==> src/rtl/control_decode_pipe.sv <==
// Registered RV32I control decoder between fetch and execute; stalls on branches/jumps and
// squashes wrong-path fetches. Define ILLEGAL_TRAP_EN to flag undecodable words via illegalInst.
module control_decode_pipe #(
    parameter int FLUSH_CYCLES = 2,
    parameter int ALU_OP_W     = 4,
    parameter int IMM_W        = 20
) (
    input  logic                clk,
    input  logic                rst,
    input  logic                in_valid,
    output logic                in_ready,
    input  logic [31:0]         inst,
    input  logic                br_resolve,
    input  logic                branchValid,
    output logic                out_valid,
    input  logic                out_ready,
    output logic                branchEn,
    output logic [2:0]          immExtCtrl,
    output logic [IMM_W-1:0]    imm_data,
    output logic [2:0]          branchCompareOp,
    output logic                aluS1Sel,
    output logic                aluS2Sel,
    output logic [ALU_OP_W-1:0] aluOp,
    output logic [4:0]          memControl,
    output logic                regWriteEn,
    output logic                regWriteBackDataSel,
    output logic                linkRegWriteEn,
    output logic                illegalInst
);
    // ALU operation codes shared with execute
    localparam logic [ALU_OP_W-1:0] EXE_ADD_OP  = ALU_OP_W'(0);
    localparam logic [ALU_OP_W-1:0] EXE_SUB_OP  = ALU_OP_W'(1);
    localparam logic [ALU_OP_W-1:0] EXE_SLL_OP  = ALU_OP_W'(2);
    localparam logic [ALU_OP_W-1:0] EXE_SLT_OP  = ALU_OP_W'(3);
    localparam logic [ALU_OP_W-1:0] EXE_SLTU_OP = ALU_OP_W'(4);
    localparam logic [ALU_OP_W-1:0] EXE_XOR_OP  = ALU_OP_W'(5);
    localparam logic [ALU_OP_W-1:0] EXE_SRL_OP  = ALU_OP_W'(6);
    localparam logic [ALU_OP_W-1:0] EXE_SRA_OP  = ALU_OP_W'(7);
    localparam logic [ALU_OP_W-1:0] EXE_OR_OP   = ALU_OP_W'(8);
    localparam logic [ALU_OP_W-1:0] EXE_AND_OP  = ALU_OP_W'(9);

    localparam logic [6:0] OPC_OP     = 7'b0110011;
    localparam logic [6:0] OPC_OP_IMM = 7'b0010011;
    localparam logic [6:0] OPC_LOAD   = 7'b0000011;
    localparam logic [6:0] OPC_STORE  = 7'b0100011;
    localparam logic [6:0] OPC_BRANCH = 7'b1100011;
    localparam logic [6:0] OPC_JAL    = 7'b1101111;
    localparam logic [6:0] OPC_JALR   = 7'b1100111;
    localparam logic [6:0] OPC_LUI    = 7'b0110111;
    localparam logic [6:0] OPC_AUIPC  = 7'b0010111;

    localparam logic [2:0] IMM_I = 3'b001;
    localparam logic [2:0] IMM_S = 3'b010;
    localparam logic [2:0] IMM_B = 3'b011;
    localparam logic [2:0] IMM_U = 3'b100;
    localparam logic [2:0] IMM_J = 3'b101;

    localparam logic [3:0] FLUSH_LAST = 4'((FLUSH_CYCLES == 0) ? 0 : FLUSH_CYCLES - 1);

    typedef struct packed {
        logic [2:0]          imm_ctrl;
        logic [IMM_W-1:0]    imm;
        logic [2:0]          cmp_op;
        logic                s1_sel;
        logic                s2_sel;
        logic [ALU_OP_W-1:0] alu_op;
        logic [4:0]          mem_ctrl;
        logic                reg_we;
        logic                wb_sel;
        logic                link_we;
        logic                illegal;
    } bundle_t;

    typedef enum logic [1:0] {RUN, WAIT_RES, FLUSH} state_t;

    logic [6:0]  opcode, funct7;
    logic [2:0]  funct3;
    logic [11:0] imm_i, imm_s, imm_b;
    logic [19:0] imm_u;

    assign opcode = inst[6:0];
    assign funct3 = inst[14:12];
    assign funct7 = inst[31:25];
    assign imm_i  = inst[31:20];
    assign imm_s  = {inst[31:25], inst[11:7]};
    assign imm_b  = {inst[31], inst[7], inst[30:25], inst[11:8]};
    assign imm_u  = inst[31:12];

    function automatic logic [ALU_OP_W-1:0] alu_sel(input logic [2:0] f3, input logic alt);
        case (f3)
            3'b000:  alu_sel = alt ? EXE_SUB_OP : EXE_ADD_OP;
            3'b001:  alu_sel = EXE_SLL_OP;
            3'b010:  alu_sel = EXE_SLT_OP;
            3'b011:  alu_sel = EXE_SLTU_OP;
            3'b100:  alu_sel = EXE_XOR_OP;
            3'b101:  alu_sel = alt ? EXE_SRA_OP : EXE_SRL_OP;
            3'b110:  alu_sel = EXE_OR_OP;
            default: alu_sel = EXE_AND_OP;
        endcase
    endfunction

    bundle_t dec, bundle_q;
    logic    dec_legal, dec_xfer, dec_jump;

    always_comb begin
        dec       = '0;
        dec_legal = 1'b1;
        dec_xfer  = 1'b0;
        dec_jump  = 1'b0;
        case (opcode)
            OPC_OP: begin
                dec_legal  = (funct7 == 7'h00) ||
                             (funct7 == 7'h20 && (funct3 == 3'b000 || funct3 == 3'b101));
                dec.alu_op = alu_sel(funct3, inst[30]);
                dec.s1_sel = 1'b1;
                dec.reg_we = 1'b1;
            end
            OPC_OP_IMM: begin
                // funct7 only matters for the shift-immediate forms
                if (funct3 == 3'b001)
                    dec_legal = (funct7 == 7'h00);
                else if (funct3 == 3'b101)
                    dec_legal = (funct7 == 7'h00) || (funct7 == 7'h20);
                dec.alu_op   = alu_sel(funct3, funct3 == 3'b101 && inst[30]);
                dec.imm_ctrl = IMM_I;
                dec.imm      = IMM_W'({8'h00, imm_i});
                dec.s1_sel   = 1'b1;
                dec.s2_sel   = 1'b1;
                dec.reg_we   = 1'b1;
            end
            OPC_LOAD: begin
                dec_legal    = (funct3 != 3'b011) && (funct3 != 3'b110) && (funct3 != 3'b111);
                dec.imm_ctrl = IMM_I;
                dec.imm      = IMM_W'({8'h00, imm_i});
                dec.s1_sel   = 1'b1;
                dec.s2_sel   = 1'b1;
                dec.mem_ctrl = {2'b01, funct3};
                dec.reg_we   = 1'b1;
                dec.wb_sel   = 1'b1;
            end
            OPC_STORE: begin
                dec_legal    = (funct3[2] == 1'b0) && (funct3 != 3'b011);
                dec.imm_ctrl = IMM_S;
                dec.imm      = IMM_W'({8'h00, imm_s});
                dec.s1_sel   = 1'b1;
                dec.s2_sel   = 1'b1;
                dec.mem_ctrl = {2'b10, funct3};
            end
            OPC_BRANCH: begin
                dec_legal    = (funct3 != 3'b010) && (funct3 != 3'b011);
                dec.imm_ctrl = IMM_B;
                dec.imm      = IMM_W'({8'h00, imm_b});
                dec.cmp_op   = funct3;
                dec.s2_sel   = 1'b1;
                dec_xfer     = 1'b1;
            end
            OPC_JAL: begin
                dec.imm_ctrl = IMM_J;
                dec.imm      = IMM_W'(imm_u);
                dec.s2_sel   = 1'b1;
                dec.reg_we   = 1'b1;
                dec.link_we  = 1'b1;
                dec_xfer     = 1'b1;
                dec_jump     = 1'b1;
            end
            OPC_JALR: begin
                dec_legal    = (funct3 == 3'b000);
                dec.imm_ctrl = IMM_I;
                dec.imm      = IMM_W'({8'h00, imm_i});
                dec.s1_sel   = 1'b1;
                dec.s2_sel   = 1'b1;
                dec.reg_we   = 1'b1;
                dec.link_we  = 1'b1;
                dec_xfer     = 1'b1;
                dec_jump     = 1'b1;
            end
            OPC_LUI, OPC_AUIPC: begin
                dec.imm_ctrl = IMM_U;
                dec.imm      = IMM_W'(imm_u);
                dec.s1_sel   = (opcode == OPC_LUI);
                dec.s2_sel   = 1'b1;
                dec.reg_we   = 1'b1;
            end
            default: dec_legal = 1'b0;
        endcase
        // An illegal word never stalls, even if its opcode is a control transfer
        if (!dec_legal) begin
            dec      = '0;
            dec_xfer = 1'b0;
            dec_jump = 1'b0;
`ifdef ILLEGAL_TRAP_EN
            dec.illegal = 1'b1;
`else
            dec.illegal = 1'b0;
`endif
        end
    end

    state_t     state, state_n;
    logic [3:0] flush_cnt, flush_cnt_n;
    logic       br_en_n, jump_q, accept, load;

    assign in_ready = (state == FLUSH) || (state == RUN && (!out_valid || out_ready));
    assign accept   = in_valid && in_ready;
    assign load     = accept && (state == RUN);

    always_ff @(posedge clk) begin
        if (rst) begin
            state     <= RUN;
            flush_cnt <= '0;
            branchEn  <= 1'b0;
        end else begin
            state     <= state_n;
            flush_cnt <= flush_cnt_n;
            branchEn  <= br_en_n;
        end
    end

    always_comb begin
        state_n     = state;
        flush_cnt_n = flush_cnt;
        br_en_n     = 1'b0;
        case (state)
            RUN: if (load && dec_xfer) state_n = WAIT_RES;
            WAIT_RES: begin
                if (br_resolve) begin
                    if (jump_q || branchValid) begin
                        br_en_n     = 1'b1;
                        flush_cnt_n = '0;
                        state_n     = (FLUSH_CYCLES == 0) ? RUN : FLUSH;
                    end else begin
                        state_n = RUN;
                    end
                end
            end
            FLUSH: begin
                if (accept) begin
                    if (flush_cnt == FLUSH_LAST) begin
                        state_n     = RUN;
                        flush_cnt_n = '0;
                    end else begin
                        flush_cnt_n = flush_cnt + 4'd1;
                    end
                end
            end
            default: state_n = RUN;
        endcase
    end

    always_ff @(posedge clk) begin
        if (rst) begin
            out_valid <= 1'b0;
            bundle_q  <= '0;
            jump_q    <= 1'b0;
        end else if (load) begin
            out_valid <= 1'b1;
            bundle_q  <= dec;
            jump_q    <= dec_jump;
        end else if (out_ready) begin
            out_valid <= 1'b0;
        end
    end

    assign immExtCtrl          = bundle_q.imm_ctrl;
    assign imm_data            = bundle_q.imm;
    assign branchCompareOp     = bundle_q.cmp_op;
    assign aluS1Sel            = bundle_q.s1_sel;
    assign aluS2Sel            = bundle_q.s2_sel;
    assign aluOp               = bundle_q.alu_op;
    assign memControl          = bundle_q.mem_ctrl;
    assign regWriteEn          = bundle_q.reg_we;
    assign regWriteBackDataSel = bundle_q.wb_sel;
    assign linkRegWriteEn      = bundle_q.link_we;
    assign illegalInst         = bundle_q.illegal;
endmodule
==> config.mk <==
export PLATFORM = sky130hd
export DESIGN_NAME = control_decode_pipe
export DESIGN_NICKNAME = d
export VERILOG_FILES = /design/src/rtl/control_decode_pipe.sv
export SDC_FILE = /design/constraint.sdc
export NUM_CORES = 1
export LEC_CHECK = 0
export ABC_AREA = 1
export CAP_MARGIN = 40
export CORE_AREA = 4 4 85 87
export DETAILED_ROUTE_END_ITERATION = 12
export DIE_AREA = 0 0 89 91
export PLACE_DENSITY = 0.77
export SETUP_SLACK_MARGIN = 0.02
export SLEW_MARGIN = 40
export SYNTH_ARGS = -nofsm -noshare
export SYNTH_HDL_FRONTEND = slang
export SYNTH_SLANG_ARGS = --single-unit
==> constraint.sdc <==
create_clock -name clk -period 1.91 [get_ports clk]
set_input_delay 0.382 -clock clk [delete_from_list [all_inputs] [get_ports clk]]
set_output_delay 0.382 -clock clk [all_outputs]
set_load 0.005 [all_outputs]
Yosys cells after proc, flatten, opt, wreduce, memory -nomap -nowiden

Index checks and enable logic that the tools add are counted.

Add/subtract/negate cells: 1
Multipliers: 0
Div/mod/pow operators: 0
$lt $le $gt $ge: 0
Eq/ne operators: 28
Shift-type cells: 0
Mux-type cells: 36
Bitwise logic cells: 3
Reductions and logical operators: 33

Operator list:

| kind                                                                   | count |
|---|---|
| 23-bit one-hot mux with 5 select lines                                 | 1 |
| 4-bit one-hot mux with 7 select lines                                  | 2 |
| 41-bit two-way mux                                                     | 1 |
| 7-bit by 6-bit equality test with 1-bit output (second input constant) | 4 |
| 7-bit equality test (second input constant)                            | 3 |
| 1-bit two-way mux                                                      | 16 |
| 4-bit two-way mux                                                      | 4 |
| 4-bit one-hot mux with 2 select lines                                  | 2 |
| 7-bit by 5-bit equality test with 1-bit output (second input constant) | 2 |
| 3-bit OR reduction                                                     | 4 |
| 1-bit logical AND                                                      | 10 |
| 2-bit two-way mux                                                      | 5 |
| 5-bit one-hot mux with 2 select lines                                  | 1 |
| 3-bit equality test (second input constant)                            | 3 |
| 4-bit AND reduction                                                    | 2 |
| 8-bit OR reduction                                                     | 1 |
| 7-bit by 2-bit equality test with 1-bit output (second input constant) | 1 |
| 7-bit logical NOT                                                      | 1 |
| 1-bit one-hot mux with 7 select lines                                  | 1 |
| 7-bit OR reduction                                                     | 1 |
| 3-bit by 2-bit equality test with 1-bit output (second input constant) | 2 |
| 1-bit logical OR                                                       | 6 |
| 2-bit != test (second input constant)                                  | 3 |
| 3-bit by 2-bit != test with 1-bit output (second input constant)       | 2 |
| other kinds (17)                                                       | 23 |

Bits in registers: 50
Bits in latches: 0
Bits in writable memories: 0
Memory bits (read-only): 0
Bits of input ports: 38
Memories kept: 0

Depth between registers and ports, before layout

Gate-level depths: netlist of the first run.

Depth in word-level cells: 9
Gate-level depth with buffers: 15
Mapped depth without buffers: 13

Worst setup path before layout of the first run

No wires, ideal clock.

Path type: in2reg
Start: input inst[14]
End: register bundle_q, in the netlist imm_data[6]
Data arrival time: 1.517 ns
Data required time: 1.840 ns
Path slack: 0.323 ns
Cell stages on the path: 14
Buffers on the path: 3
Cell sequence: buf_2 -> nand2_1 -> inv_1 -> nor2_1 -> nand3_1 -> nand2_1 -> inv_1 -> nand2_1 -> nand2_1 -> nand2_1 -> buf_6 -> buf_6 -> nand3_1 -> a21oi_1

Cells in the longest elaborated chain, start to end: 6
Elaborated cells between the ends (all ways): 19
Classes of those cells: 6 x eq/ne; 4 x mux; 1 x bitwise; 8 x reduce/logical

RTL lines:

| what                                                     | line          | RTL |
|---|---|---|
| start: declaration                                       | 12            | `input logic [31:0] inst,` |
| 3-bit equality test or 3-bit logical NOT (tied branches) | 113, 122, 167 |  |
| 1-bit logical OR                                         | 113           | `(funct7 == 7'h20 && (funct3 == 3'b000 \|\| funct3 == 3'b101));` |
| 1-bit logical AND                                        | 113           |  |
| 1-bit logical OR                                         | 112           | `dec_legal = (funct7 == 7'h00) \|\|` |
| 1-bit one-hot mux with 7 select lines (*)                | 110           | `case (opcode)` |
| 41-bit two-way mux (*)                                   | 187           | `if (!dec_legal) begin` |
| end signal: assignment                                   | 253           | `bundle_q <= '0;` |
| end signal: assignment                                   | 257           | `bundle_q <= dec;` |
| end: declaration                                         | 102           | `bundle_t dec, bundle_q;` |

Every way passes the cells marked *; elsewhere a longest branch is shown, timed or not.
A chain may end at the register's enable or synchronous reset.

Worst setup path in the final report of the first run

Start: input inst[28]
End: register bundle_q, in the netlist branchCompareOp[0]

Cells in the longest elaborated chain, start to end: 6
Elaborated cells between the ends (all ways): 9
Classes of those cells: 1 x eq/ne; 4 x mux; 4 x reduce/logical

RTL lines:

| what                                                                                | line | RTL |
|---|---|---|
| 7-bit by 6-bit equality test with 1-bit output or 7-bit logical NOT (tied branches) | -    |  |
| 1-bit logical OR                                                                    | 123  | `dec_legal = (funct7 == 7'h00) \|\| (funct7 == 7'h20);` |
| 1-bit two-way mux                                                                   | 122  | `else if (funct3 == 3'b101)` |
| 1-bit two-way mux                                                                   | 120  | `if (funct3 == 3'b001)` |
| 1-bit one-hot mux with 7 select lines (*)                                           | 110  |  |
| 41-bit two-way mux (*)                                                              | 187  |  |

Marked as above.

==> flow_summary_export.csv, run 1 <==
group,metric,value,unit
clock_network,cts-root-buf,"clkbuf_8",
worst_setup_path,slowest_delay,440,ps
detailed_routing,routedWlPerCell,13.79,um
timing,post-route-min-period,1759,ps
clock_network,cts_tree,"built",
worst_hold_path,hold_path.class,"flop to flop",
grt,grt_overflow,0,
placement,dp_slack,-329.8,ps
logic_synthesis,synth_area_per_cell,6.562,um2
placement,gp_congestion,0.8777,
flow_run,drv_cap,0,
timing,fin_ws,150.5,ps
grt,grtUsageTotal,20.24,%
timing,finClkSkew,8.708,ps
floorplanning,ioPinCount,82,
floorplanning,num_rows,29,
outcome,status,"finished clean",
grt,grt_max_degree,27,
timing,final-setup-viol-count,0,
floorplanning,die_height,91,um
floorplanning,core,6350,um2
worst_setup_path,cp_top_family,"simple AND/OR/NAND/NOR gates",
finish,drive_gt1_share,21.28,%
clock_network,cts_num_sinks,48,
worst_setup_path,crit_path_end_kind,"flop",
timing,min_period_over_period,92.12,%
finish,area_growth,58.68,%
logic_synthesis,yosys_warnings,0,
logic_synthesis,yosysSeqAreaShare,37.65,%
detailed_routing,vias,3021,
grt,grt_pass1_wl,13250,um
detailed_routing,ant_nets,0,
finish,nets,556,
timing,rsz0062_at_grt,"yes",
timing,clock.fmax,568.4,MHz
worst_setup_path,slowest_stage,"clkdlybuf4s50_1",
finish,fill_cells,571,
power,power_density,528.4,nW/um2
finish,final_cell_mix,"nand2_1 (119), clkdlybuf4s50_1 (69), buf_4 (51)",
detailed_routing,drt_iter0_drc,188,
worst_setup_path,worstSetupStartpointType,"input pin",
logic_synthesis,post_synth_num_cell_types,31,
power,max-vdd-ir-drop,0.0004861,V
clock_network,clk_latency,300,ps
clock_network,clockBufferDepth,2,
finish,n_antenna_cell,0,
floorplanning,initial_core_util,40.20,%
worst_setup_path,critical_path_required,2160,ps
detailed_routing,dr.pass1.iters,4,
clock_network,hold_buffers,0,
detailed_routing,wl,8194,um
clock_network,path_clk_slew,90,ps
floorplanning,dieArea,8099,um2
detailed_routing,viasPerCell,5.086,
timing,drv_slew,0,
worst_setup_path,crit_fanout,7,
grt,grt_pass1_vias,2884,
power,p_leak,1.756,nW
grt,antenna_found_initial,0,
finish,final_common_cell,"nand2_1",
worst_setup_path,crit_type,"input pin to flop",
floorplanning,die_w,89,um
logic_synthesis,synth_fp_nets,429,
worst_setup_path,worst-path-buf-inv,2,
logic_synthesis,synth_area,2552,um2
logic_synthesis,synth_cells,389,
logic_synthesis,synth_seq_cells,48,
clock_network,htree_num_levels,2,
timing,hold_violations,0,
clock_network,cts_made_buffers,5,
worst_setup_path,path_cells,"clkdlybuf4s50_1, nor2_1, nand2_1, nor2_1, nand2_1, a21oi_2, nor2_2, nand2_4, buf_6, nand4_1, a21oi_2",
power,finalPower,0.002140,W
detailed_routing,drc,0,
worst_setup_path,arrival,2000,ps
placement,dp_hpwl,6404,um
placement,portBuffers,80,
-- worst min-delay path, delay by kind of cell (launching register included) --
| family | cells | cell delay (ps) |
|---|---|---|
| flops | 1 | 320 |
| compound gates | 1 | 50 |
| simple gates | 1 | 60 |
-- synth_stat cells, drive strengths merged --
| master | n | area, um2 |
|---|---|---|
| nand2 | 133 | 529.3 |
| a21oi | 48 | 240.2 |
| dfxtp | 48 | 960.9 |
| nand3 | 39 | 195.2 |
| inv | 35 | 131.4 |
| nor2 | 25 | 120.1 |
| o21ai | 12 | 60.06 |
| nand4 | 10 | 62.56 |
| buf | 9 | 58.80 |
| clkbuf | 9 | 33.78 |
| nor3 | 6 | 46.30 |
| a22oi | 3 | 22.52 |
| o211ai | 3 | 22.52 |
| a31oi | 2 | 12.51 |
| ha | 2 | 25.02 |
| clkinv | 1 | 3.750 |
| conb | 1 | 3.750 |
| nor3b | 1 | 7.510 |
| o211a | 1 | 10.01 |
| or2 | 1 | 6.260 |
-- power breakdown --
part / total, W / internal, W / switching (W)
Sequential: 0.00102 / 0.00101 / 0.00000761
Clock: 0.000734 / 0.000388 / 0.000346
Combinational: 0.000388 / 0.000183 / 0.000205
-- kinds of logic (layout without fill, tap and decap cells) --
family          Yosys count  in the layout  synth area share, %
simple gates            215            215                37.89
compound gates           69             69                14.41
buf+inv                  54            182                8.921
flops                    48             48                37.65
fa+ha+maj                 2              2               0.9802
other cells               1              1               0.1469
-- metal layers --
layer | vias to the layer above | global-route usage, % | wire length (um)
li1 | 1522 | - | -
met1 | 1392 | 27.02 | 3638
met2 | 101 | 33.73 | 4029
met3 | 6 | 2.896 | 445
met4 | 0 | 5.707 | 80
met5 | - | 0 | 0
-- flip-flops by register name, summed over array words and instances, names as in the netlist --
name and cells:
aluS1Sel 1, aluS2Sel 1, imm_data 20, memControl 5, flush_cnt 4, out_valid 1
immExtCtrl 3, state 2, regWriteEn 1, regWriteBackDataSel 1, branchEn 1, branchCompareOp 3
aluOp 4, linkRegWriteEn 1
-- path summary, 6_finish.rpt --
path                      from            endpoint  slack [ps]  depth (start not counted)
hold / removal    imm_data[11]        imm_data[11]         470                          2
setup / recovery      inst[28]  branchCompareOp[0]         150                         11
hold reg to reg   imm_data[11]        imm_data[11]         470                          2
setup reg to reg      state[1]        flush_cnt[3]         360                         10
-- per-stage QoR --
stage / cell area (um2) / cells / setup TNS [ps] / hold slack (ps) / utilization, %
after floorplan: 2552 / 389 / 0 / 461.8 / -
after global placement: 3775 / 582 / -8623 / 451.9 / 59.45
after detailed placement: 3775 / 582 / -9449 / 456.0 / 59.45
after CTS: 3913 / 591 / 0 / 469.6 / 61.62
after global routing: 4050 / 594 / -46.59 / 493.3 / 63.78
final: 4050 / 594 / 0 / 467.4 / 63.78
-- cell type report --
type                            count  area [um2]  area share (%)
Clock inverter                      3       42.54           1.050
Clock buffer                        5       68.82           1.699
Inverter                           36       137.6           3.398
Tap cell                           77       96.34           2.379
Timing Repair Buffer              138        1286           31.76
Sequential cell                    48       960.9           23.73
Multi-Input combinational cell    287        1458           35.99
-- timing repair --
| item | 4_1_cts | 5_1_grt |
|---|---|---|
| setup buffers | 1 | 1 |
| pin swaps | 2 | 15 |
| cloned | 0 | 2 |
| endpoints found under the setup margin | 7 | 32 |
| resized for setup | 8 | 39 |
No activity file was read; power rests on OpenSTA's default activity.
==> run 2: changes to the inputs <==
--- a/config.mk
+++ b/config.mk
@@ -7,12 +7,13 @@
 export LEC_CHECK = 0
 export ABC_AREA = 1
 export CAP_MARGIN = 40
-export CORE_AREA = 4 4 85 87
+export CORE_AREA = 4 4 109 69
 export DETAILED_ROUTE_END_ITERATION = 12
-export DIE_AREA = 0 0 89 91
+export DIE_AREA = 0 0 113 73
 export PLACE_DENSITY = 0.77
 export SETUP_SLACK_MARGIN = 0.02
 export SLEW_MARGIN = 40
 export SYNTH_ARGS = -nofsm -noshare
 export SYNTH_HDL_FRONTEND = slang
 export SYNTH_SLANG_ARGS = --single-unit
+export TNS_END_PERCENT = 5
==> run 2 against run 1 <==
Net effect:
- setup slack got worse by 27 ps
- flip-flop and latch count did not move
- wire length rose by 8.4%
- critical path type unchanged
- non-clock buffer count fell by 1
- clock power fell by 12%
- sequential share of layout area fell by 0.30 points
- sequential power barely moved
- fmax fell by 1.5%
- clock skew fell by 3.8 ps
- via count rose by 3.7%
- final cell count rose by 1.7%
- hold slack barely moved
==> flow_summary_export.csv, run 2 (synthesis results as in run 1) <==
group,metric,value,unit
worst_setup_path,crit_type,"input pin to flop",
power,max-vdd-ir-drop,0.0003115,V
timing,min_period_over_period,93.52,%
floorplanning,core,6533,um2
finish,fin_util,62.78,%
clock_network,path_clk_slew,90,ps
clock_network,clockBufferDepth,2,
grt,grt_overflow,0,
grt,grt_pass1_wl,13480,um
worst_setup_path,arrival,2030,ps
floorplanning,initial_core_util,39.07,%
floorplanning,die_w,113,um
timing,post-route-min-period,1786,ps
timing,rsz0062_at_grt,"no",
worst_setup_path,crit_path_end_kind,"flop",
clock_network,cts_num_sinks,48,
floorplanning,num_rows,23,
floorplanning,dieArea,8249,um2
worst_setup_path,worstSetupEndpoint,"memControl[2]",
finish,final_cell_mix,"nand2_1 (123), clkdlybuf4s50_1 (66), buf_4 (49)",
worst_hold_path,min_delay_path_depth,2,
finish,largest_register_ffs,20,
detailed_routing,drc,0,
finish,nets,556,
timing,final.setup.tns,0,ps
finish,drive_gt1_share,21.47,%
worst_setup_path,r2r_end,"flush_cnt[3]",
clock_network,cts_made_buffers,5,
timing,fin_ws,123.8,ps
detailed_routing,wl,8881,um
placement,portBuffers,80,
finish,n_antenna_cell,0,
floorplanning,die_height,73,um
clock_network,htree_num_levels,2,
worst_setup_path,cp-startpoint,"inst[26]",
floorplanning,ioPinCount,82,
timing,final-setup-viol-count,0,
clock_network,clk_latency,300,ps
power,p_leak,1.812,nW
worst_setup_path,reg2reg_slack,330,ps
worst_setup_path,r2r-start,"state[1]",
detailed_routing,drt_iter0_drc,276,
detailed_routing,routedWlPerCell,14.70,um
worst_setup_path,rr_worst_depth,10,
timing,clock.fmax,559.8,MHz
worst_setup_path,crit_fanout,7,
detailed_routing,ant_nets,0,
clock_network,cts-root-buf,"clkbuf_8",
finish,fill_cells,616,
flow_run,drv_cap,0,
timing,finClkSkew,4.870,ps
clock_network,cts_tree,"built",
grt,grtUsageTotal,20.11,%
power,finalPower,0.002065,W
outcome,status,"finished clean",
power,power_density,503.6,nW/um2
placement,gp_congestion,0.9733,
worst_hold_path,hold_path.class,"flop to flop",
worst_setup_path,critical_path_required,2150,ps
finish,area_growth,60.69,%
placement,dp_slack,-559.4,ps
detailed_routing,vias,3132,
finish,final_common_cell,"nand2_1",
finish,seqCellArea,960.9,um2
finish,multi_input_area,1480,um2
timing,hold_violations,0,
worst_setup_path,worstSetupStartpointType,"input pin",
detailed_routing,viasPerCell,5.185,
grt,grt_pass1_vias,2819,
grt,grt_max_degree,43,
placement,dp_hpwl,6811,um
timing,drv_slew,0,
detailed_routing,dr.pass1.iters,5,
grt,antenna_found_initial,0,
==> run 2: cell count changes in the layout (fill, tap and decap cells not counted), sizes merged <==
cell | previous run | this run
nand2 | 133 | 134
buf | 58 | 56
inv | 35 | 36
dlygate4sd2 | 4 | 2
dlymetal6s2s | 7 | 12
clkdlybuf4s50 | 69 | 66
clkinvlp | 1 | 0
clkbuf | 5 | 7
bufinv | 1 | 0
==> run 2: critical path: stages <==
cell             delay [ps]
clkdlybuf4s50_1         430
nor2_2                  130
nand2_2                  80
nor2_2                  120
nand2_1                  90
a21oi_4                 180
nor2_4                   70
nand2_4                 130
buf_2                   170
nand3_1                 100
a21oi_2                 120
==> run 2: report_power, final <==
| part | internal (W) | switching (W) | total, W | leakage (nW) |
|---|---|---|---|---|
| Clock | 0.000297 | 0.000348 | 0.000645 | 0.0516 |
| Combinational | 0.000190 | 0.000212 | 0.000402 | 1.37 |
| Sequential | 0.00101 | 0.00000754 | 0.00102 | 0.387 |
| Total | 0.00150 | 0.000568 | 0.00207 | 1.81 |
==> run 2: final cells by class <==
| cell class | count | area share, % |
|---|---|---|
| inverters | 36 | 3.417 |
| multi-input cells | 288 | 36.09 |
| clock buffers | 6 | 2.013 |
| flip-flops and latches | 48 | 23.43 |
| clock inverters | 2 | 0.3356 |
| well taps | 87 | 2.654 |
| repair buffers | 137 | 32.06 |
==> run 2: layer usage <==
layer	share of wire, %	track usage (%)	vias up
li1	-	-	1521
met1	49	30.32	1449
met2	41	29.13	151
met3	9.5	5.302	11
met4	0.63	3.067	0
met5	0	0	-
==> run 2: metrics by stage <==
| stage | hold slack (ps) | cells | instance area [um2] |
|---|---|---|---|
| final | 467.6 | 604 | 4101 |
| after global routing | 492.9 | 604 | 4101 |
| after CTS | 469.6 | 599 | 3902 |
| after detailed placement | 455.5 | 591 | 3792 |
| after global placement | 453.3 | 591 | 3792 |
| after floorplan | 461.8 | 389 | 2552 |
==> run 2: what timing repair did <==
action	in CTS	in global routing
hold buffers	0	0
endpoints found under the setup margin	31	32
buffers inserted	0	2
pin swaps	1	15
gates cloned	0	3
gates resized for setup	8	47
==> run 2: how the worst min path moves through the flow <==
stage / startpoint / to
floorplan: aluOp[0] / aluOp[0]
global placement: regWriteEn / regWriteEn
detailed placement: imm_data[16] / imm_data[16]
CTS: imm_data[16] / imm_data[16]
global route: memControl[0] / memControl[0]
finish: regWriteEn / regWriteEn
==> run 3: changes to the inputs <==
--- a/config.mk
+++ b/config.mk
@@ -7,9 +7,9 @@
 export LEC_CHECK = 0
 export ABC_AREA = 1
 export CAP_MARGIN = 40
-export CORE_AREA = 4 4 109 69
+export CORE_AREA = 2 2 107 67
 export DETAILED_ROUTE_END_ITERATION = 12
-export DIE_AREA = 0 0 113 73
+export DIE_AREA = 0 0 109 69
 export PLACE_DENSITY = 0.77
 export SETUP_SLACK_MARGIN = 0.02
 export SLEW_MARGIN = 40
==> run 3 against run 2 <==
Net effect:
- setup slack better by 25 ps
- sequential power barely moved
- global-route usage grew 2.5 points
- clock power is 38% higher
- combinational power is essentially flat
- first-iteration DRC count shrank 4.3%
- sequential share of layout area down 0.35 points
- total power up 12%
- flip-flop and latch count unchanged
- final cell count is 0.33% higher
- hold slack got worse by 1.0 ps
- critical path depth stayed put
- highest routed layer unchanged
- critical endpoint is now aluS2Sel
==> flow_summary_export.csv, run 3 (synthesis results as in run 1) <==
group,metric,value,unit
outcome,status,"finished clean",
worst_setup_path,crit_path_end_kind,"flop",
timing,clock.fmax,567.9,MHz
worst_setup_path,worstSetupStartpointType,"input pin",
timing,final-setup-viol-count,0,
power,power_frac_clock,38.6,%
detailed_routing,viasPerCell,5.023,
finish,area_growth,63.14,%
timing,hold_violations,0,
detailed_routing,vias,3044,
power,p_int,0.001728,W
grt,met3_usage,5.014,%
flow_run,drv_cap,0,
timing,final.setup.tns,0,ps
detailed_routing,drc,0,
finish,final_common_cell,"nand2_1",
timing,finClkSkew,6.908,ps
worst_setup_path,r2r_end,"flush_cnt[3]",
worst_setup_path,critical_path_required,2100,ps
floorplanning,num_rows,23,
clock_network,cts_num_sinks,48,
worst_setup_path,arrival,1950,ps
power,switching_share,25.31,%
floorplanning,initial_core_util,39.07,%
placement,dp_slack,-413.0,ps
power,max-vdd-ir-drop,0.0004654,V
worst_hold_path,hold_path.class,"flop to flop",
clock_network,clk_latency,300,ps
finish,final_cell_mix,"nand2_1 (124), clkdlybuf4s50_1 (69), buf_4 (53)",
placement,dp_hpwl,6480,um
detailed_routing,routedWlPerCell,13.90,um
grt,antenna_found_initial,0,
timing,rsz0062_at_grt,"no",
clock_network,clockBufferDepth,2,
grt,grt_overflow,0,
floorplanning,die_height,69,um
grt,grt_pass1_wl,13660,um
placement,gp_congestion,0.9397,
clock_network,htree_num_levels,2,
clock_network,cts-root-buf,"clkbuf_8",
power,power_switching,0.0005853,W
clock_network,path_clk_slew,90,ps
grt,grtUsageTotal,22.59,%
worst_setup_path,crit_type,"input pin to flop",
grt,grt_pass1_vias,2814,
timing,drv_slew,0,
worst_hold_path,min_delay_path_depth,2,
clock_network,cts_tree,"built",
grt,busiest_layer,"met1",
floorplanning,die_w,109,um
grt,grt_use_met2,31.12,%
worst_setup_path,rr_worst_depth,10,
grt,grt_use_met1,36.22,%
worst_hold_path,hp-start,"branchCompareOp[1]",
worst_setup_path,r2r-start,"state[1]",
power,power_density,555.5,nW/um2
timing,fin_ws,149.1,ps
power,combPwrFrac,17.3,%
detailed_routing,drt_iter0_drc,264,
timing,post-route-min-period,1761,ps
detailed_routing,dr.pass1.iters,6,
worst_setup_path,reg2reg_slack,370,ps
timing,worst_hold_slack,466.6,ps
floorplanning,ioPinCount,82,
worst_setup_path,crit_fanout,6,
power,seq_power_share,44.0,%
clock_network,cts_made_buffers,5,
detailed_routing,wl,8424,um
finish,largest_register_ffs,20,
finish,n_antenna_cell,0,
timing,min_period_over_period,92.19,%
floorplanning,core,6533,um2
detailed_routing,ant_nets,0,
power,p_leak,1.813,nW
finish,drive_gt1_share,21.19,%
placement,portBuffers,80,
finish,nets,558,
clock_network,hold_buffers,0,
worst_hold_path,whs_endpoint,"branchCompareOp[1]",
grt,grt_max_degree,43,
floorplanning,dieArea,7521,um2
==> run 3: cell types whose count changed in the layout (fill, tap and decap cells not counted), moves of 3 or more <==
cell	delta
nor2_2	-5
clkdlybuf4s50_1	+3
buf_4	+4
nor2_1	+6
nand3_1	-4
nand3_2	+4
==> run 3: worst max path at each step <==
stage          slack, ps      from           to  cells after the start
2_1_floorplan        320  inst[14]  imm_data[6]                     14
3_5_place_dp        -410   inst[3]  imm_data[0]                     13
6_report             150  inst[30]     aluS2Sel                     11
4_1_cts              -30   inst[3]  imm_data[0]                     11
5_1_grt               30  inst[25]     aluS2Sel                     13
3_3_place_gp        -410   inst[4]  imm_data[1]                     11
==> run 3: routing by layer <==
layer  part of all wire (%)  vias up
met5                      0        -
met2                     40      145
met3                    9.4        5
li1                       -     1525
met4                   0.37        0
met1                     50     1369
==> run 3: cell type report <==
| cell class | instances | area, um2 |
|---|---|---|
| Timing Repair Buffer | 140 | 1345 |
| Fill cell | 618 | 2369 |
| Tap cell | 87 | 108.9 |
| Inverter | 36 | 137.6 |
| Clock buffer | 5 | 68.82 |
| Clock inverter | 3 | 68.82 |
| Sequential cell | 48 | 960.9 |
| Multi-Input combinational cell | 287 | 1474 |
==> run 3: worst max-delay path: stages <==
cell and delay [ps]:
clkdlybuf4s50_1 550, inv_1 60, nand2_1 80, nor2_2 50, nor2_1 130, a21oi_2 70
nor2_1 180, nand2_4 130, buf_12 150, o211ai_1 80, a21oi_1 90
==> run 3: what timing repair did <==
item                                    in CTS  in global routing
cloned                                       0                  1
pin swaps                                    0                 11
buffers inserted                             0                  3
resized for setup                            4                 42
endpoints found under the setup margin      30                 38
==> run 3: power by group through the flow <==
stage,Combinational (W),Clock [W],Sequential (W)
5_1_grt,0.000436,0.000941,0.00102
2_1_floorplan,0.000156,0,0.00104
6_report,0.000401,0.000893,0.00102
3_3_place_gp,0.000372,0,0.00104
3_5_place_dp,0.000376,0,0.00104
4_1_cts,0.000378,0.000897,0.00102
==> run 3: per-stage QoR <==
stage	total power, W	util, %	instances	instance area [um2]
3_5_place_dp	0.001418	58.59	594	3827
2_1_floorplan	0.001197	-	389	2552
4_1_cts	0.002295	60.75	602	3969
3_3_place_gp	0.001413	58.59	594	3827
5_1_grt	0.002397	63.74	606	4164
6_report	0.002313	63.74	606	4164
